<file path="config.mk">
export PLATFORM = sky130hd
export DESIGN_NAME = manage_hp_param
export DESIGN_NICKNAME = d
export VERILOG_FILES = /design/src/rtl/manage_hp_param.sv
export SDC_FILE = /design/constraint.sdc
export NUM_CORES = 1
export LEC_CHECK = 0
export ABC_AREA = 1
export BUFFER_PORTS_ARGS = -buffer_cell sky130_fd_sc_hd__buf_2
export CAP_MARGIN = 20
export CORE_MARGIN = 5
export CORE_UTILIZATION = 50
export DETAILED_ROUTE_END_ITERATION = 7
export GPL_TIMING_DRIVEN = 0
export PLACE_DENSITY = 0.8
export SLEW_MARGIN = 5
export SYNTH_ARGS = -nofsm -noshare
export SYNTH_HDL_FRONTEND = slang
export SYNTH_SLANG_ARGS = --single-unit
</file>
<file path="constraint.sdc">
create_clock -name CLK -period 6.8 [get_ports CLK]
set_clock_uncertainty 0.05 [all_clocks]
set_input_delay 1.02 -clock CLK [delete_from_list [all_inputs] [get_ports CLK]]
set_output_delay 1.02 -clock CLK [all_outputs]
set_load 0.05 [all_outputs]
</file>
<file path="src/rtl/manage_hp_param.sv">
// Two-player HP manager: difficulty-scaled damage with saturation, end-of-game detection
// and an IDLE/PLAY/OVER flow with restart.
module manage_hp_param #(
    parameter int HP_W      = 5,
    parameter int HP_INIT   = 10,
    parameter int DB_W      = 36,
    parameter int LVL_W     = 2,
    parameter int DRAW_MODE = 0,
    parameter int CNT_W     = 8
) (
    input  logic             CLK,
    input  logic             RST,
    input  logic             START,
    input  logic             HP_VALID,
    input  logic [1:0]       HP_IN,
    input  logic             DB_VALID,
    input  logic [DB_W-1:0]  DB_IN,
    output logic [HP_W-1:0]  MY_HP_OUT,
    output logic [HP_W-1:0]  ENEMY_HP_OUT,
    output logic [1:0]       RESULT,
    output logic             GAME_OVER,
    output logic [CNT_W-1:0] ROUND_CNT
);

    typedef enum logic [1:0] {IDLE, PLAY, OVER} state_t;

    localparam logic [HP_W-1:0] HP_START = HP_W'(HP_INIT);

    state_t            state, state_next;
    logic [HP_W-1:0]   my_hp, my_next, enemy_hp, enemy_next;
    logic [LVL_W-1:0]  level, level_next;
    logic [1:0]        result, result_next;
    logic [CNT_W-1:0]  round_cnt, cnt_next;
    logic [HP_W-1:0]   dmg, my_sub, enemy_sub;
    logic              unused_db;

    // Only the difficulty field of the question word matters here.
    assign unused_db = ^DB_IN[DB_W-LVL_W-1:0];

    assign dmg       = (level == '0) ? HP_W'(1) : HP_W'(level);
    assign my_sub    = (my_hp > dmg) ? my_hp - dmg : '0;
    assign enemy_sub = (enemy_hp > dmg) ? enemy_hp - dmg : '0;

    always_comb begin
        state_next  = state;
        my_next     = my_hp;
        enemy_next  = enemy_hp;
        result_next = result;
        cnt_next    = round_cnt;
        level_next  = DB_VALID ? DB_IN[DB_W-1 -: LVL_W] : level;
        case (state)
            IDLE: begin
                my_next    = HP_START;
                enemy_next = HP_START;
                if (START) begin
                    state_next  = PLAY;
                    cnt_next    = '0;
                    result_next = '0;
                end
            end
            PLAY: begin
                if (HP_VALID && HP_IN != 2'b00) begin
                    case (HP_IN)
                        2'b01: enemy_next = enemy_sub;
                        2'b10: my_next = my_sub;
                        default: begin
                            if (DRAW_MODE != 0) begin
                                my_next    = my_sub;
                                enemy_next = enemy_sub;
                            end
                        end
                    endcase
                    cnt_next = (&round_cnt) ? round_cnt : round_cnt + CNT_W'(1);
                    // End is judged on the post-damage values so OVER coincides with HP hitting 0.
                    if (my_next == '0 || enemy_next == '0) begin
                        result_next = {my_next == '0, enemy_next == '0};
                        state_next  = OVER;
                    end
                end
            end
            OVER: begin
                if (START) begin
                    state_next  = PLAY;
                    my_next     = HP_START;
                    enemy_next  = HP_START;
                    result_next = '0;
                    cnt_next    = '0;
                end
            end
            default: state_next = IDLE;
        endcase
    end

    always_ff @(posedge CLK) begin
        if (RST) begin
            state     <= IDLE;
            my_hp     <= HP_START;
            enemy_hp  <= HP_START;
            level     <= '0;
            result    <= '0;
            round_cnt <= '0;
        end else begin
            state     <= state_next;
            my_hp     <= my_next;
            enemy_hp  <= enemy_next;
            level     <= level_next;
            result    <= result_next;
            round_cnt <= cnt_next;
        end
    end

    assign MY_HP_OUT    = my_hp;
    assign ENEMY_HP_OUT = enemy_hp;
    assign RESULT       = result;
    assign GAME_OVER    = (state == OVER);
    assign ROUND_CNT    = round_cnt;

endmodule

</file>
Yosys cells after proc, flatten, opt, wreduce, memory -nomap -nowiden --
Index checks and enable logic that the tools add are counted.
Storage, ports and cells: register bits after elaboration 24, output and inout port bits 21, logic and storage cells 61
Operators by class: $add $sub $neg 3, $lt $le $gt $ge 2, eq/ne operators 9, mux-type cells 26, reductions and logical operators 15
Operators by type and width (number):
- $mux 5 | 11
- $pmux 5 s3 | 2
- $mux 8 | 3
- $pmux 8 s2 | 1
- $mux 2 | 7
- $gt 5x2->1 | 2
- $logic_not 5->1 | 2
- $sub 5x2->5 | 2
- $add 8x1->8 const B | 1
- $ne 2x2->1 const B | 4
- $pmux 2 s2 | 2
- $reduce_and 4->1 | 2
- $reduce_and 8->1 | 1
- $reduce_and 3->1 | 2
- $eq 2x1->1 const B | 2
- $eq 2x2->1 const B | 2
- $logic_not 2->1 | 2
- $reduce_bool 2->1 | 2
- $reduce_bool 3->1 | 1
- $ne 2x1->1 const B | 1
- $reduce_or 2->1 | 1
- $logic_and 1x1->1 | 1
- $logic_or 1x1->1 | 1

Logic depth before layout (Yosys ltp) --
Gate-level depths: netlist of run 1.
word-level depth 12, mapped depth 16, mapped depth without buffers 16

Worst setup path after synthesis of run 1 --
Ideal clock, no wire load.
path kind register to register, start point register enemy_hp[0], in the netlist ENEMY_HP_OUT[0], end point register result[0], in the netlist RESULT[0], setup time 0.132 ns, data arrival time 2.092 ns, slack 4.525 ns, stages on the path, launching flop included 13, path buffers 0, period minus slack after synthesis 2.275 ns, path through dfxtp_1 -> inv_1 -> ha_1 -> inv_1 -> fa_1 -> nand2_1 -> nand2_1 -> o21ai_0 -> nand4_2 -> nand3_2 -> nand2_1 -> nand2_1 -> a21oi_1
On the way: word-level cells in the longest chain between the ends 9, elaborated cells on any way between the ends 13, classes of those cells add/sub: 1; order compare: 1; eq/ne: 1; mux: 7; reduce/logical: 3
Ends and longest elaborated chain:
- start: declaration | RTL line 30 | logic [HP_W-1:0] my_hp, my_next, enemy_hp, enemy_next;
- start signal: assignment | RTL line 105 | enemy_hp <= enemy_next;
- $sub 5x2->5 / $gt 5x2->1 (equally long branches) | RTL line 42 | assign enemy_sub = (enemy_hp > dmg) ? enemy_hp - dmg : '0;
- $mux 5 | RTL line 42
- $mux 5 (*) | RTL line 63 | case (HP_IN)
- $mux 5 (*) | RTL line 62 | if (HP_VALID && HP_IN != 2'b00) begin
- $mux 5 (*) | RTL line 51 | case (state)
- $logic_not 5->1 (*) | RTL line 75, 76
- $mux 2 / $logic_or 1x1->1 (equally long branches) | RTL line 75 | if (my_next == '0 || enemy_next == '0) begin
- $mux 2 / $ne 2x2->1 (equally long branches)
- $pmux 2 s2 / $reduce_and 4->1 (equally long branches)
- end signal: assignment | RTL line 107 | result <= result_next;
- end: declaration | RTL line 32 | logic [1:0] result, result_next;
Every way passes the cells marked *; elsewhere a longest branch is shown, timed or not. The select of a mux whose other input is x is not followed. A chain may end at the register's enable or synchronous reset.

Worst setup path in the final report of run 1 --
start point register level[1], end point register result[1], in the netlist RESULT[1]
On the way: word-level cells in the longest chain between the ends 11, elaborated cells on any way between the ends 22, classes of those cells add/sub: 2; order compare: 2; eq/ne: 1; mux: 12; reduce/logical: 5
Ends and longest elaborated chain:
- start: declaration | RTL line 31 | logic [LVL_W-1:0] level, level_next;
- start signal: assignment | RTL line 106 | level <= level_next;
- $logic_not 2->1 | RTL line 40 | assign dmg = (level == '0) ? HP_W'(1) : HP_W'(level);
- $mux 2 (*) | RTL line 40
- $sub 5x2->5, or another cell as far along | RTL line 41 | assign my_sub = (my_hp > dmg) ? my_hp - dmg : '0;
- $mux 5 (on tied branches) | RTL line 41, 42
- $mux 5 | RTL line 63
- $mux 5 | RTL line 62
- $mux 5 | RTL line 51
- $logic_not 5->1 (on tied branches) | RTL line 75, 76
- $mux 2 / $logic_or 1x1->1 (equally long branches) | RTL line 75
- $mux 2 / $ne 2x2->1 (equally long branches)
- $pmux 2 s2 / $reduce_and 4->1 (equally long branches)
Marks and branches as above.

==> run summary, run 1 <==
The number of I/O port buffers is 29. The post-route clock period utilization is 0.363. The number of sinks on the clock net is 24.

Summed over all layers, the global routing overflow is 0. The worst register-to-register path has a depth of 13. The clock root buffer is clkbuf_4. The relative max-transition margin came out at 0.699. At the pin with the least slew margin, the transition time is around 0.45 ns. The floorplan step set the die width to between 60 and 70 um. The sort of element at the end of the critical path is a flip-flop.

The routed wire length is 3.19 mm. The remaining design rule violation count came out at 0. Sorting the synthesized cells by area gives the leading types as dfxtp_1, nand2_1, inv_1. The worst-case setup margin in the final layout is 4.33 ns. The number of top-level design ports came out at 64. The share of total power dissipated in the clock network is 0.274. Timing would allow up to about 400 MHz. The number of antenna violations at the first check in global routing is 0. The worst setup slack for register-to-register paths is 4.33 ns. The final setup TNS is 0 ns. The count of maximum capacitance violations is 0. In this run the critical register-to-register path is launched from level[1]$_SDFFE_PP0P_. The clock reaches the later pin of the worst-skew pair after 0.32 ns.

The time the final worst path needs with I/O delays and setup came out at 2.47 ns. The critical path starts at level[1]$_SDFFE_PP0P_. The standard-cell row count came out at 19.

The sum of buffers and inverters on the critical path is 2. The internal power contribution is 0.000192 W. The power dissipated by switching net loads came out at 0.0000856 W. The share of power burned in combinational logic came out at 0.196. The total CTS buffers is 3. The number of hold buffers added after cts is 0. The y dimension of the die is 64.5 um. The critical path start-end classification is flip-flop to flip-flop. The post-synthesis net count is 276. The maximum buffer depth of the clock tree came out at 2. The flow ran to the end, and the final reports show no timing, DRC or antenna violations. The HPWL after detailed placement came out at 2.59 mm. The signal on the critical path passes through inv_1 > or2_2 > ha_1 > inv_1 > fa_1 > nand2_1 > nand2_1 > o21ai_0 > nand4_2 > nand3_2 > nand2_1 > nand2_1 > a21oi_1.

The delay of the slowest cell on the worst path is 0.40 ns. The number of H-tree levels is 1. The number of DRC markers in iteration 0 is 81.

In the layout the commonest cells are nand2_1, inv_1, buf_2. The first global-routing pass estimated 5.66 mm of wire. 0 antenna diodes ended up in the layout. The placer's final routability congestion estimate came out at 0.842. The number of global-route vias before repair is 1367. Clock-pin slew was measured on the worst setup and hold paths at 0.13 ns. STA classifies the critical path startpoint as a flip-flop. The final net count is 310. The number of instances on the worst hold path came out at 2.

The remaining antenna violation count after routing came out at 0. The share of the yosys chip area belonging to registers came out at 0.324. In this design, the largest share of critical-path delay is due to simple AND/OR/NAND/NOR gates. Of the post-synthesis cell area, the dominant cell type holds 0.324. The path type of the worst min-delay path is flip-flop to flip-flop. The Yosys warning count is 0. The maximum number of pins on one net before global-route repair came out at 14. The leakage dissipation is 0.862 nW.

Counting distinct cell types in the post-synthesis netlist gives 28. The gate count after technology mapping is around 230. Among the stages of the critical path, the cell type that occurs most often is nand2_1.

The floorplan core area is 2810 sq um. The share of final-layout standard cells stronger than drive strength 1 came out at 0.178. The post-placement setup slack came out at ~4.3 ns. For this configuration, the core starts out at a cell density of 0.529.

The final max-slew violation count came to 0. The final count of hold timing violations was 0. The number of buffers inserted by post-CTS setup repair is 0. The arrival time at the worst endpoint came out at 2.62 ns. The detailed-route wire length per cell is ~11 um.

For hold timing, the worst endpoint is RESULT[0]$_SDFFE_PP0P_. Compared with the post-synthesis result, the final layout area differs by 14.8%. The vias per cell came out at 5.11.

The count of final setup violators is 0. The largest total area in the synthesized netlist belongs to dfxtp_1. The highest net fanout along the worst path is 6.

The leading cell type in the layout, fill and taps excluded is nand2_1. The post-route core utilization is 0.607. The via count of the routed design came out at roughly 1500.

The post-cts resize count is 0. The post-route standard cell area excluding fillers came out at 1700 sq um. The highest ir drop seen on vdd came out at 0.0000992 V. TritonCTS built the clock tree. The placed cell area is 1670 sq um. The slowest stage of the critical path belongs to the cell fa_1. In this run the power density over the cells is 163 nW/um^2. The required time of the worst setup path is 6.95 ns. The number of flip-flops and latches in the synthesized netlist came out at 24. Of the total power, the share spent switching nets is 0.308. The startpoint identified for the worst hold timing path is RESULT[0]$_SDFFE_PP0P_. The length of the first detailed-routing pass in iterations is 4.

The overall track demand over capacity in global routing came out at 0.164. The endpoint identified for the worst register-to-register timing path is RESULT[1]$_SDFFE_PP0P_. The post-synthesis cell area is 1480 sq um.

Setup repair after global routing left no endpoint under its margin. The die covers 4160 sq um. The power share of the sequential group came out at 0.530. The per-instance average area after synthesis is 6.57 sq um.
[worst register-to-register path: cells and delay by family, from the launching register on]
kind                     cells  cell delay [ns]
adder cells (fa/ha/maj)      2             0.58
AND/OR/NAND/NOR              7             0.92
AO/OA/AOI/OAI                2             0.27
flip-flops                   1             0.33
buffers and inverters        2             0.20
[cells by family (layout without fill, tap and decap cells)]
kind of cell    Yosys count  count (layout)  synth area share
flops                    24              24             0.324
compound gates           35              35             0.129
xor+xnor                  1               1           0.00590
fa+ha+maj                 7               7            0.0691
buf+inv                  36              69            0.0911
simple gates            123             123             0.381
[power groups by stage]
stage                     Combinational, W  Clock (W)  Sequential, W
after global placement           0.0000540          0       0.000150
after detailed placement         0.0000544          0       0.000150
after CTS                        0.0000546  0.0000774       0.000147
final                            0.0000546  0.0000762       0.000147
after global routing             0.0000617  0.0000848       0.000148
after floorplan                  0.0000361          0       0.000155
[per-stage QoR]
step           power (W)  cells  hold WS [ns]
2_1_floorplan   0.000191    226         0.416
3_3_place_gp    0.000204    286         0.402
3_5_place_dp    0.000205    286         0.408
4_1_cts         0.000279    290         0.430
5_1_grt         0.000295    290         0.451
6_report        0.000278    290         0.430
[synth_stat cells]
cell type	count
o21a_1	1
nand4_1	4
or2_2	1
fa_1	2
nand3b_1	1
a211oi_1	3
nand2_2	2
a31oi_1	1
o211a_1	1
o21ai_0	9
nor3b_2	1
nor2_2	1
xor2_1	1
o21ai_1	1
nor2_4	2
nor3_1	2
nor3b_1	1
a21oi_1	19
nand2_1	62
nand4_2	1
inv_2	3
nand3_2	2
inv_1	32
clkbuf_1	1
ha_1	5
nand3_1	23
nor2_1	20
dfxtp_1	24
[layout make-up]
| class | instances | area (sq um) |
|---|---|---|
| inverter | 35 | 131 |
| clock buffer | 4 | 36.3 |
| multi-input combinational | 166 | 868 |
| sequential | 24 | 480 |
| tap | 31 | 38.8 |
| timing repair buffer | 29 | 145 |
| buffer | 1 | 3.75 |
| fill | 267 | 1100 |
[flip-flops by register name, summed over array words and instances (netlist names)]
| register | count |
|---|---|
| ENEMY_HP_OUT | 5 |
| MY_HP_OUT | 5 |
| RESULT | 2 |
| ROUND_CNT | 8 |
| level | 2 |
| state | 2 |
[worst max-delay path by stage]
| stage | slack [ns] | endpoint | cells past startpoint |
|---|---|---|---|
| final | 4.33 | RESULT[1]$_SDFFE_PP0P_ | 13 |
| after detailed placement | 4.34 | RESULT[1]$_SDFFE_PP0P_ | 13 |
| after floorplan | 4.53 | RESULT[0]$_SDFFE_PP0P_ | 12 |
| after CTS | 4.33 | RESULT[1]$_SDFFE_PP0P_ | 13 |
| after global placement | 4.36 | RESULT[1]$_SDFFE_PP0P_ | 13 |
| after global routing | 4.10 | RESULT[1]$_SDFFE_PP0P_ | 13 |
[metal layers]
| metal | wire (um) | track usage |
|---|---|---|
| met2 | 1440 | 0.285 |
| met5 | 0 | 0 |
| met1 | 1570 | 0.212 |
| met3 | 136 | 0.0311 |
| met4 | 34 | 0.0396 |
No activity file was read; power rests on OpenSTA's default activity.
==> run 2, diff against run 1 <==
CORE_UTILIZATION = 47   (was 50)
PLACE_DENSITY = 0.76   (was 0.8)
clock period = 2.6 ns   (was 6.8 ns; I/O delays follow)
==> run summary, run 2 (synthesis results as in run 1) <==
The leading cell type in the layout, fill and taps excluded is nand2_1. In this run the worst hold path is classified as primary input to flip-flop. The relative max-transition margin came out at 0.652 (-0.0473). STA classifies the critical path startpoint as a flip-flop. The overall track demand over capacity in global routing is 0.159 (-0.00550). The number of global-route vias before repair was 1246 (-8.9%). The share of final-layout standard cells stronger than drive strength 1 came out at 0.181 (+0.00386). The signal on the critical path passes through inv_2 > or2_2 > ha_1 > inv_1 > fa_1 > nand2_1 > nand2_1 > o21ai_1 > nand4_2 > nand3_2 > nand2_1 > nand2_1 > a21oi_1.

The via count of the routed design is 1473 (-0.67%). The slew at the pin with the worst max-slew slack came to 0.523 ns (+0.0709 ns). The number of antenna violations at the first check in global routing is 0 (unchanged).

The number of flip-flops under the largest register name is 8 (unchanged). The startpoint identified for the worst hold timing path is RST. The initial standard-cell utilization of the core is 0.486 (-0.0429). The detailed-route wire length per cell is 10.9 um (-0.84%). The number of standard cells in the final layout excluding fillers came to 303 (+4.5%). The slowest cell on the critical path is fa_1. The number of instances on the worst hold path came out at 2 (unchanged).

The final max-slew violation count came out at 0 (unchanged). The critical path starts at level[1]$_SDFFE_PP0P_. The floorplan core area came out at 3050 sq um (+8.8%). The final count of hold timing violations came out at 0 (unchanged). The number of DRC markers in iteration 0 is 42 (-48%). The power density normalized to cell area is 425 nW/um^2 (+160%). The standard-cell row count is 20 (+1). The leakage dissipation is 0.862 nW (about the same). The arrival time at the worst endpoint came out at 2.53 ns (-0.09 ns).

The global-route wire length before repair came out at 5.44 mm (-3.9%). The number of hold buffers added after cts came to 0 (unchanged). The CTS clock-pin slew for the worst setup and hold paths is 0.13 ns (about the same). The number of H-tree levels came to 1 (unchanged). The critical path in this run is classified as flip-flop to flip-flop.

The placed cell count came to 299 (+4.5%). The post-route clock period utilization was 0.917 (+0.554). The final net count was 310 (unchanged). The vias per cell is 4.86 (-4.9%).

The diode insertion count for antenna repair came out at 0 (unchanged). The routed wire length came to 3.30 mm (+3.6%). CTS placed an instance of clkbuf_4 at the clock tree root. The time the final worst path needs with I/O delays and setup came out at 2.38 ns (-0.0859 ns). The filler cell count is 342 (+28%).

The HPWL after detailed placement came out at 2.58 mm (-0.23%). The required time of the worst setup path is 2.75 ns (-4.20 ns). The capturing point of the worst reg2reg path is RESULT[1]$_SDFFE_PP0P_.

The highest net fanout along the worst path is 6 (unchanged). Counting stages on the worst path, the most repeated cell is nand2_1. The clock latency on the worst-skew pair is 0.32 ns (about the same).

The number of buffers inserted by post-CTS setup repair came out at 0 (unchanged). The maximum buffer depth of the clock tree came to 2 (unchanged). The flow ran to the end, and the final reports show no timing, DRC or antenna violations. The count of final setup violators came to 0 (unchanged). The floorplan die width came to 66.2 um (+2.7%). The worst register-to-register path begins at level[1]$_SDFFE_PP0P_. The y dimension of the die was 66.2 um (+2.7%).

The remaining antenna violation count after routing is 0 (unchanged). Setup repair after global routing left no endpoint under its margin. The delay of the slowest cell on the worst path is 0.43 ns (+0.03 ns). The placer's final routability congestion estimate came out at 0.830 (-1.4%). The final setup TNS was 0 ns (unchanged). The worst-case reg-to-reg path depth is 13 (unchanged). The worst setup slack for register-to-register paths came to 0.22 ns (-4.11 ns). The CTS tree is built. The library cells used most frequently in the layout, excluding fill and tap cells, are nand2_1, inv_1, buf_2. The total CTS buffers is 3 (unchanged). The number of top-level design ports came out at 64 (unchanged). From synthesis to final layout, the design area changed by 15.9%. The highest ir drop seen on vdd is 0.000355 V (+260%).

The maximum clock frequency is 420 MHz (+3.6%). The remaining design rule violation count came to 0 (unchanged). The overall die area was 4380 sq um (+5.4%).

The count of maximum capacitance violations came out at 0 (unchanged). The length of the first detailed-routing pass in iterations came out at 4 (unchanged). The capture endpoint of the worst hold path is ENEMY_HP_OUT[0]$_SDFFE_PP0P_. The residual overflow from global routing came out at 0 (unchanged). The maximum number of pins on one net before global-route repair is 14 (unchanged).

The worst setup path is captured at a flip-flop. The number of I/O port buffers came out at 29 (unchanged). The number of sinks on the clock net came out at 24 (unchanged).
[run 2: cell counts in the layout (fill, tap and decap cells not counted)]
Identical to the previous run, type by type.
[run 2: power by group]
group / leakage [nW] / total, W / switching, W / internal, W
logic: 0.646 / 0.000146 / 0.000104 / 0.0000416
clock network: 0.0210 / 0.000200 / 0.000115 / 0.0000858
registers: 0.195 / 0.000385 / 0.00000796 / 0.000377
[run 2: layer usage]
| layer | track usage | part of all wire |
|---|---|---|
| met3 | 0.0459 | 0.054 |
| met4 | 0.0228 | 0.0061 |
| met1 | 0.217 | 0.50 |
| met5 | 0 | 0 |
| met2 | 0.253 | 0.44 |
[run 2: through the flow]
step / hold WS, ns / setup WS (ns) / power (W) / util / instance area, sq um
finish: 0.191 / 0.217 / 0.000731 / 0.564 / 1720
global route: 0.193 / 0.0201 / 0.000771 / 0.564 / 1720
detailed placement: 0.403 / 0.0877 / 0.000538 / 0.552 / 1680
CTS: 0.183 / 0.0690 / 0.000733 / 0.564 / 1720
floorplan: 0.409 / 0.325 / 0.000499 / - / 1480
global placement: 0.405 / 0.144 / 0.000536 / 0.552 / 1680
[run 2: worst max-delay path, delay by kind of cell (launching register included)]
family | cells | cell delay [ns]
and+or+nand+nor | 7 | 0.86
buffers and inverters | 2 | 0.17
adders and majority gates | 2 | 0.61
DFF | 1 | 0.35
AOI/OAI and AO/OA | 2 | 0.20
[run 2: layout make-up]
class	count	area, sq um	area share
timing repair buffer	29	145	0.0844
buffer	1	3.75	0.00218
sequential	24	480	0.279
tap	44	55.1	0.0320
inverter	35	131	0.0764
clock buffer	4	36.3	0.0211
multi-input combinational	166	868	0.505
[run 2: worst max path at each step]
| stage | slack [ns] | to | cells past startpoint |
|---|---|---|---|
| floorplan | 0.33 | RESULT[0]$_SDFFE_PP0P_ | 12 |
| finish | 0.22 | RESULT[1]$_SDFFE_PP0P_ | 13 |
| global placement | 0.14 | RESULT[1]$_SDFFE_PP0P_ | 13 |
| detailed placement | 0.09 | RESULT[1]$_SDFFE_PP0P_ | 13 |
| global route | 0.02 | RESULT[1]$_SDFFE_PP0P_ | 13 |
| CTS | 0.07 | RESULT[1]$_SDFFE_PP0P_ | 13 |
[run 2: what timing repair did]
| item | in CTS | in global routing |
|---|---|---|
| endpoints found under the setup margin | 0 | 4 |
| hold endpoints to repair | 0 | 0 |
| gates resized for setup | 0 | 2 |
==> run 3, diff against run 2 <==
PLACE_DENSITY = 0.86   (was 0.76)
==> run summary, run 3 (synthesis results as in run 1) <==
The via count of the routed design is 1527 (+3.7%). The synthesis-to-finish area growth is 17.0%. The internal power contribution came out at 0.000574 W (+14%).

The routed wire length came out at 3.39 mm (+2.7%). The amount of wire on met3 after detailed routing is 162 um (-8.5%). The number of flip-flops under the largest register name came out at 8 (unchanged). The clock latency on the worst-skew pair came out at 0.31 ns (about the same). The number of sinks on the clock net is 24 (unchanged).

The diode insertion count for antenna repair came out at 0 (unchanged). The number of I/O port buffers is 29 (unchanged). The kind of launch point of the worst setup path is a flip-flop.

The count of maximum capacitance violations is 0 (unchanged). The count of final setup violators was 0 (unchanged). The switching portion of total power came to 0.284 (-0.0263). Leaving out fill and tap cells, the most frequent cell in the layout is nand2_1.

The initial standard-cell utilization of the core was 0.486 (unchanged). The CTS clock-pin slew for the worst setup and hold paths was 0.13 ns (about the same). The leakage dissipation is 0.868 nW (+0.81%). The area used by multi-input combinational logic came out at 868 sq um (unchanged).

The time the final worst path needs with I/O delays and setup came out at 2.41 ns (+0.0283 ns). The standard-cell row count is 20 (unchanged). The placer's final routability congestion estimate is 0.836 (+0.70%). The share of final-layout standard cells stronger than drive strength 1 is 0.181 (unchanged). The met2 routed wirelength came out at 1.66 mm (+15%). The length of the first detailed-routing pass in iterations is 4 (unchanged). The residual overflow from global routing came out at 0 (unchanged).

The placed cell count is 299 (unchanged). In this run the worst hold path is classified as primary input to flip-flop. The floorplan die width is 66.2 um (unchanged). The detailed-route wire length per cell came out at 11.2 um (+2.7%). The total power is 0.000802 W (+9.7%).

The clock root buffer is clkbuf_4. The final setup TNS came out at 0 ns (unchanged). The number of antenna violations at the first check in global routing is 0 (unchanged). The critical path is of the flip-flop to flip-flop type. The number of H-tree levels came out at 1 (unchanged). The final max-slew violation count is 0 (unchanged). The filler cell count came out at 313 (-8.5%). The power density normalized to cell area is 462 nW/um^2 (+8.7%).

The overall die area came out at 4380 sq um (unchanged). Setup repair after global routing left no endpoint under its margin. The overall track demand over capacity in global routing came out at 0.168 (+0.00904). The y dimension of the die came out at 66.2 um (unchanged). The required time of the worst setup path came out at 2.74 ns (about the same). The clock network fraction of design power came to 0.337 (+0.063). The final net count is 310 (unchanged).

The relative max-transition margin is 0.668 (+0.0164). The arrival time at the worst endpoint came out at 2.55 ns (+0.02 ns). The share of power burned in combinational logic was 0.183 (-0.016).

The global-route wire length before repair is 5.87 mm (+7.8%). The detailed-route wire length on metal 1 came out at 1.53 mm (-7.4%). The run finished with clean final reports. The highest metal layer carrying signal wires in the routed design is met4. The maximum clock frequency is 415 MHz (-1.2%). The sort of element at the end of the critical path is a flip-flop. The number of hold buffers added after cts is 0 (unchanged). The maximum buffer depth of the clock tree came out at 2 (unchanged).

The remaining design rule violation count came out at 0 (unchanged). The number of standard cells in the final layout excluding fillers came out at 303 (unchanged). The vias per cell came out at 5.04 (+3.7%). The highest ir drop seen on vdd is 0.000335 V (-5.5%).

The total CTS buffers came out at 3 (unchanged). The HPWL after detailed placement is 2.75 mm (+6.6%). The number of global-route vias before repair is 1413 (+13%). The remaining antenna violation count after routing was 0 (unchanged). The power share of the sequential group is 0.480 (-0.047). The number of DRC markers in iteration 0 came out at 65 (+55%). The power dissipated by switching net loads is 0.000227 W (+0.43%). The post-route clock period utilization came out at 0.928 (+0.0109). The slew at the pin with the worst max-slew slack is 0.498 ns (-0.0246 ns). TritonCTS built the clock tree. In the layout the commonest cells are nand2_1, inv_1, buf_2.

The register area came out at 480 sq um (unchanged). The floorplan core area came out at 3050 sq um (unchanged). The maximum number of pins on one net before global-route repair came out at 15 (+1).

The final count of hold timing violations came out at 0 (unchanged). The highest net fanout along the worst path came to 6 (unchanged). The number of buffers inserted by post-CTS setup repair came out at 0 (unchanged).

The number of top-level design ports came to 64 (unchanged).
run 3: worst paths after layout:
| kind | start | end | slack, ns | cells past startpoint |
|---|---|---|---|---|
| worst max-delay path | level[1]$_SDFFE_PP0P_ | RESULT[1]$_SDFFE_PP0P_ | 0.19 | 13 |
| worst min-delay path | RST | ENEMY_HP_OUT[0]$_SDFFE_PP0P_ | 0.19 | 2 |
| worst max register to register | level[1]$_SDFFE_PP0P_ | RESULT[1]$_SDFFE_PP0P_ | 0.19 | 13 |
| worst min register to register | RESULT[0]$_SDFFE_PP0P_ | RESULT[0]$_SDFFE_PP0P_ | 0.43 | 2 |
run 3: per-layer routing:
metal / up-vias / global-route usage
met5: - / 0
met2: 39 / 0.299
met3: 2 / 0.0221
met1: 687 / 0.207
met4: 0 / 0.0533
li1: 799 / -
run 3: timing repair:
| item | 4_1_cts | 5_1_grt |
|---|---|---|
| setup endpoints to repair | 0 | 2 |
| resized for setup | 0 | 2 |
| hold endpoints to repair | 0 | 0 |
run 3: final cells by class:
cell class                      count  area share
Buffer                              1     0.00216
Clock buffer                        3      0.0130
Clock inverter                      1      0.0173
Inverter                           35      0.0756
Multi-Input combinational cell    166       0.500
Sequential cell                    24       0.277
Tap cell                           44      0.0317
Timing Repair Buffer               29      0.0836
run 3: power groups by stage:
stage	Sequential, W	Combinational (W)	Clock (W)
6_report	0.000385	0.000147	0.000270
5_1_grt	0.000387	0.000164	0.000293
4_1_cts	0.000385	0.000147	0.000272
3_5_place_dp	0.000393	0.000146	0
3_3_place_gp	0.000393	0.000141	0
2_1_floorplan	0.000404	0.0000944	0
run 3: critical path: stages (launching register included):
cell and delay, ns:
dfxtp_1 0.35, inv_2 0.08, or2_2 0.32, ha_1 0.19, inv_1 0.10, fa_1 0.43, nand2_1 0.08, nand2_1 0.07
a21oi_1 0.20, nand3_2 0.12, nand3_2 0.11, nand2_1 0.08, nand2_1 0.07, a21oi_1 0.06
run 3: metrics by stage:
step	setup WS (ns)	hold slack [ns]	util	area (sq um)
5_1_grt	0.0681	0.182	0.569	1740
2_1_floorplan	0.325	0.409	-	1480
6_report	0.188	0.194	0.569	1740
4_1_cts	0.0975	0.193	0.569	1740
3_3_place_gp	0.149	0.404	0.552	1680
3_5_place_dp	0.129	0.414	0.552	1680
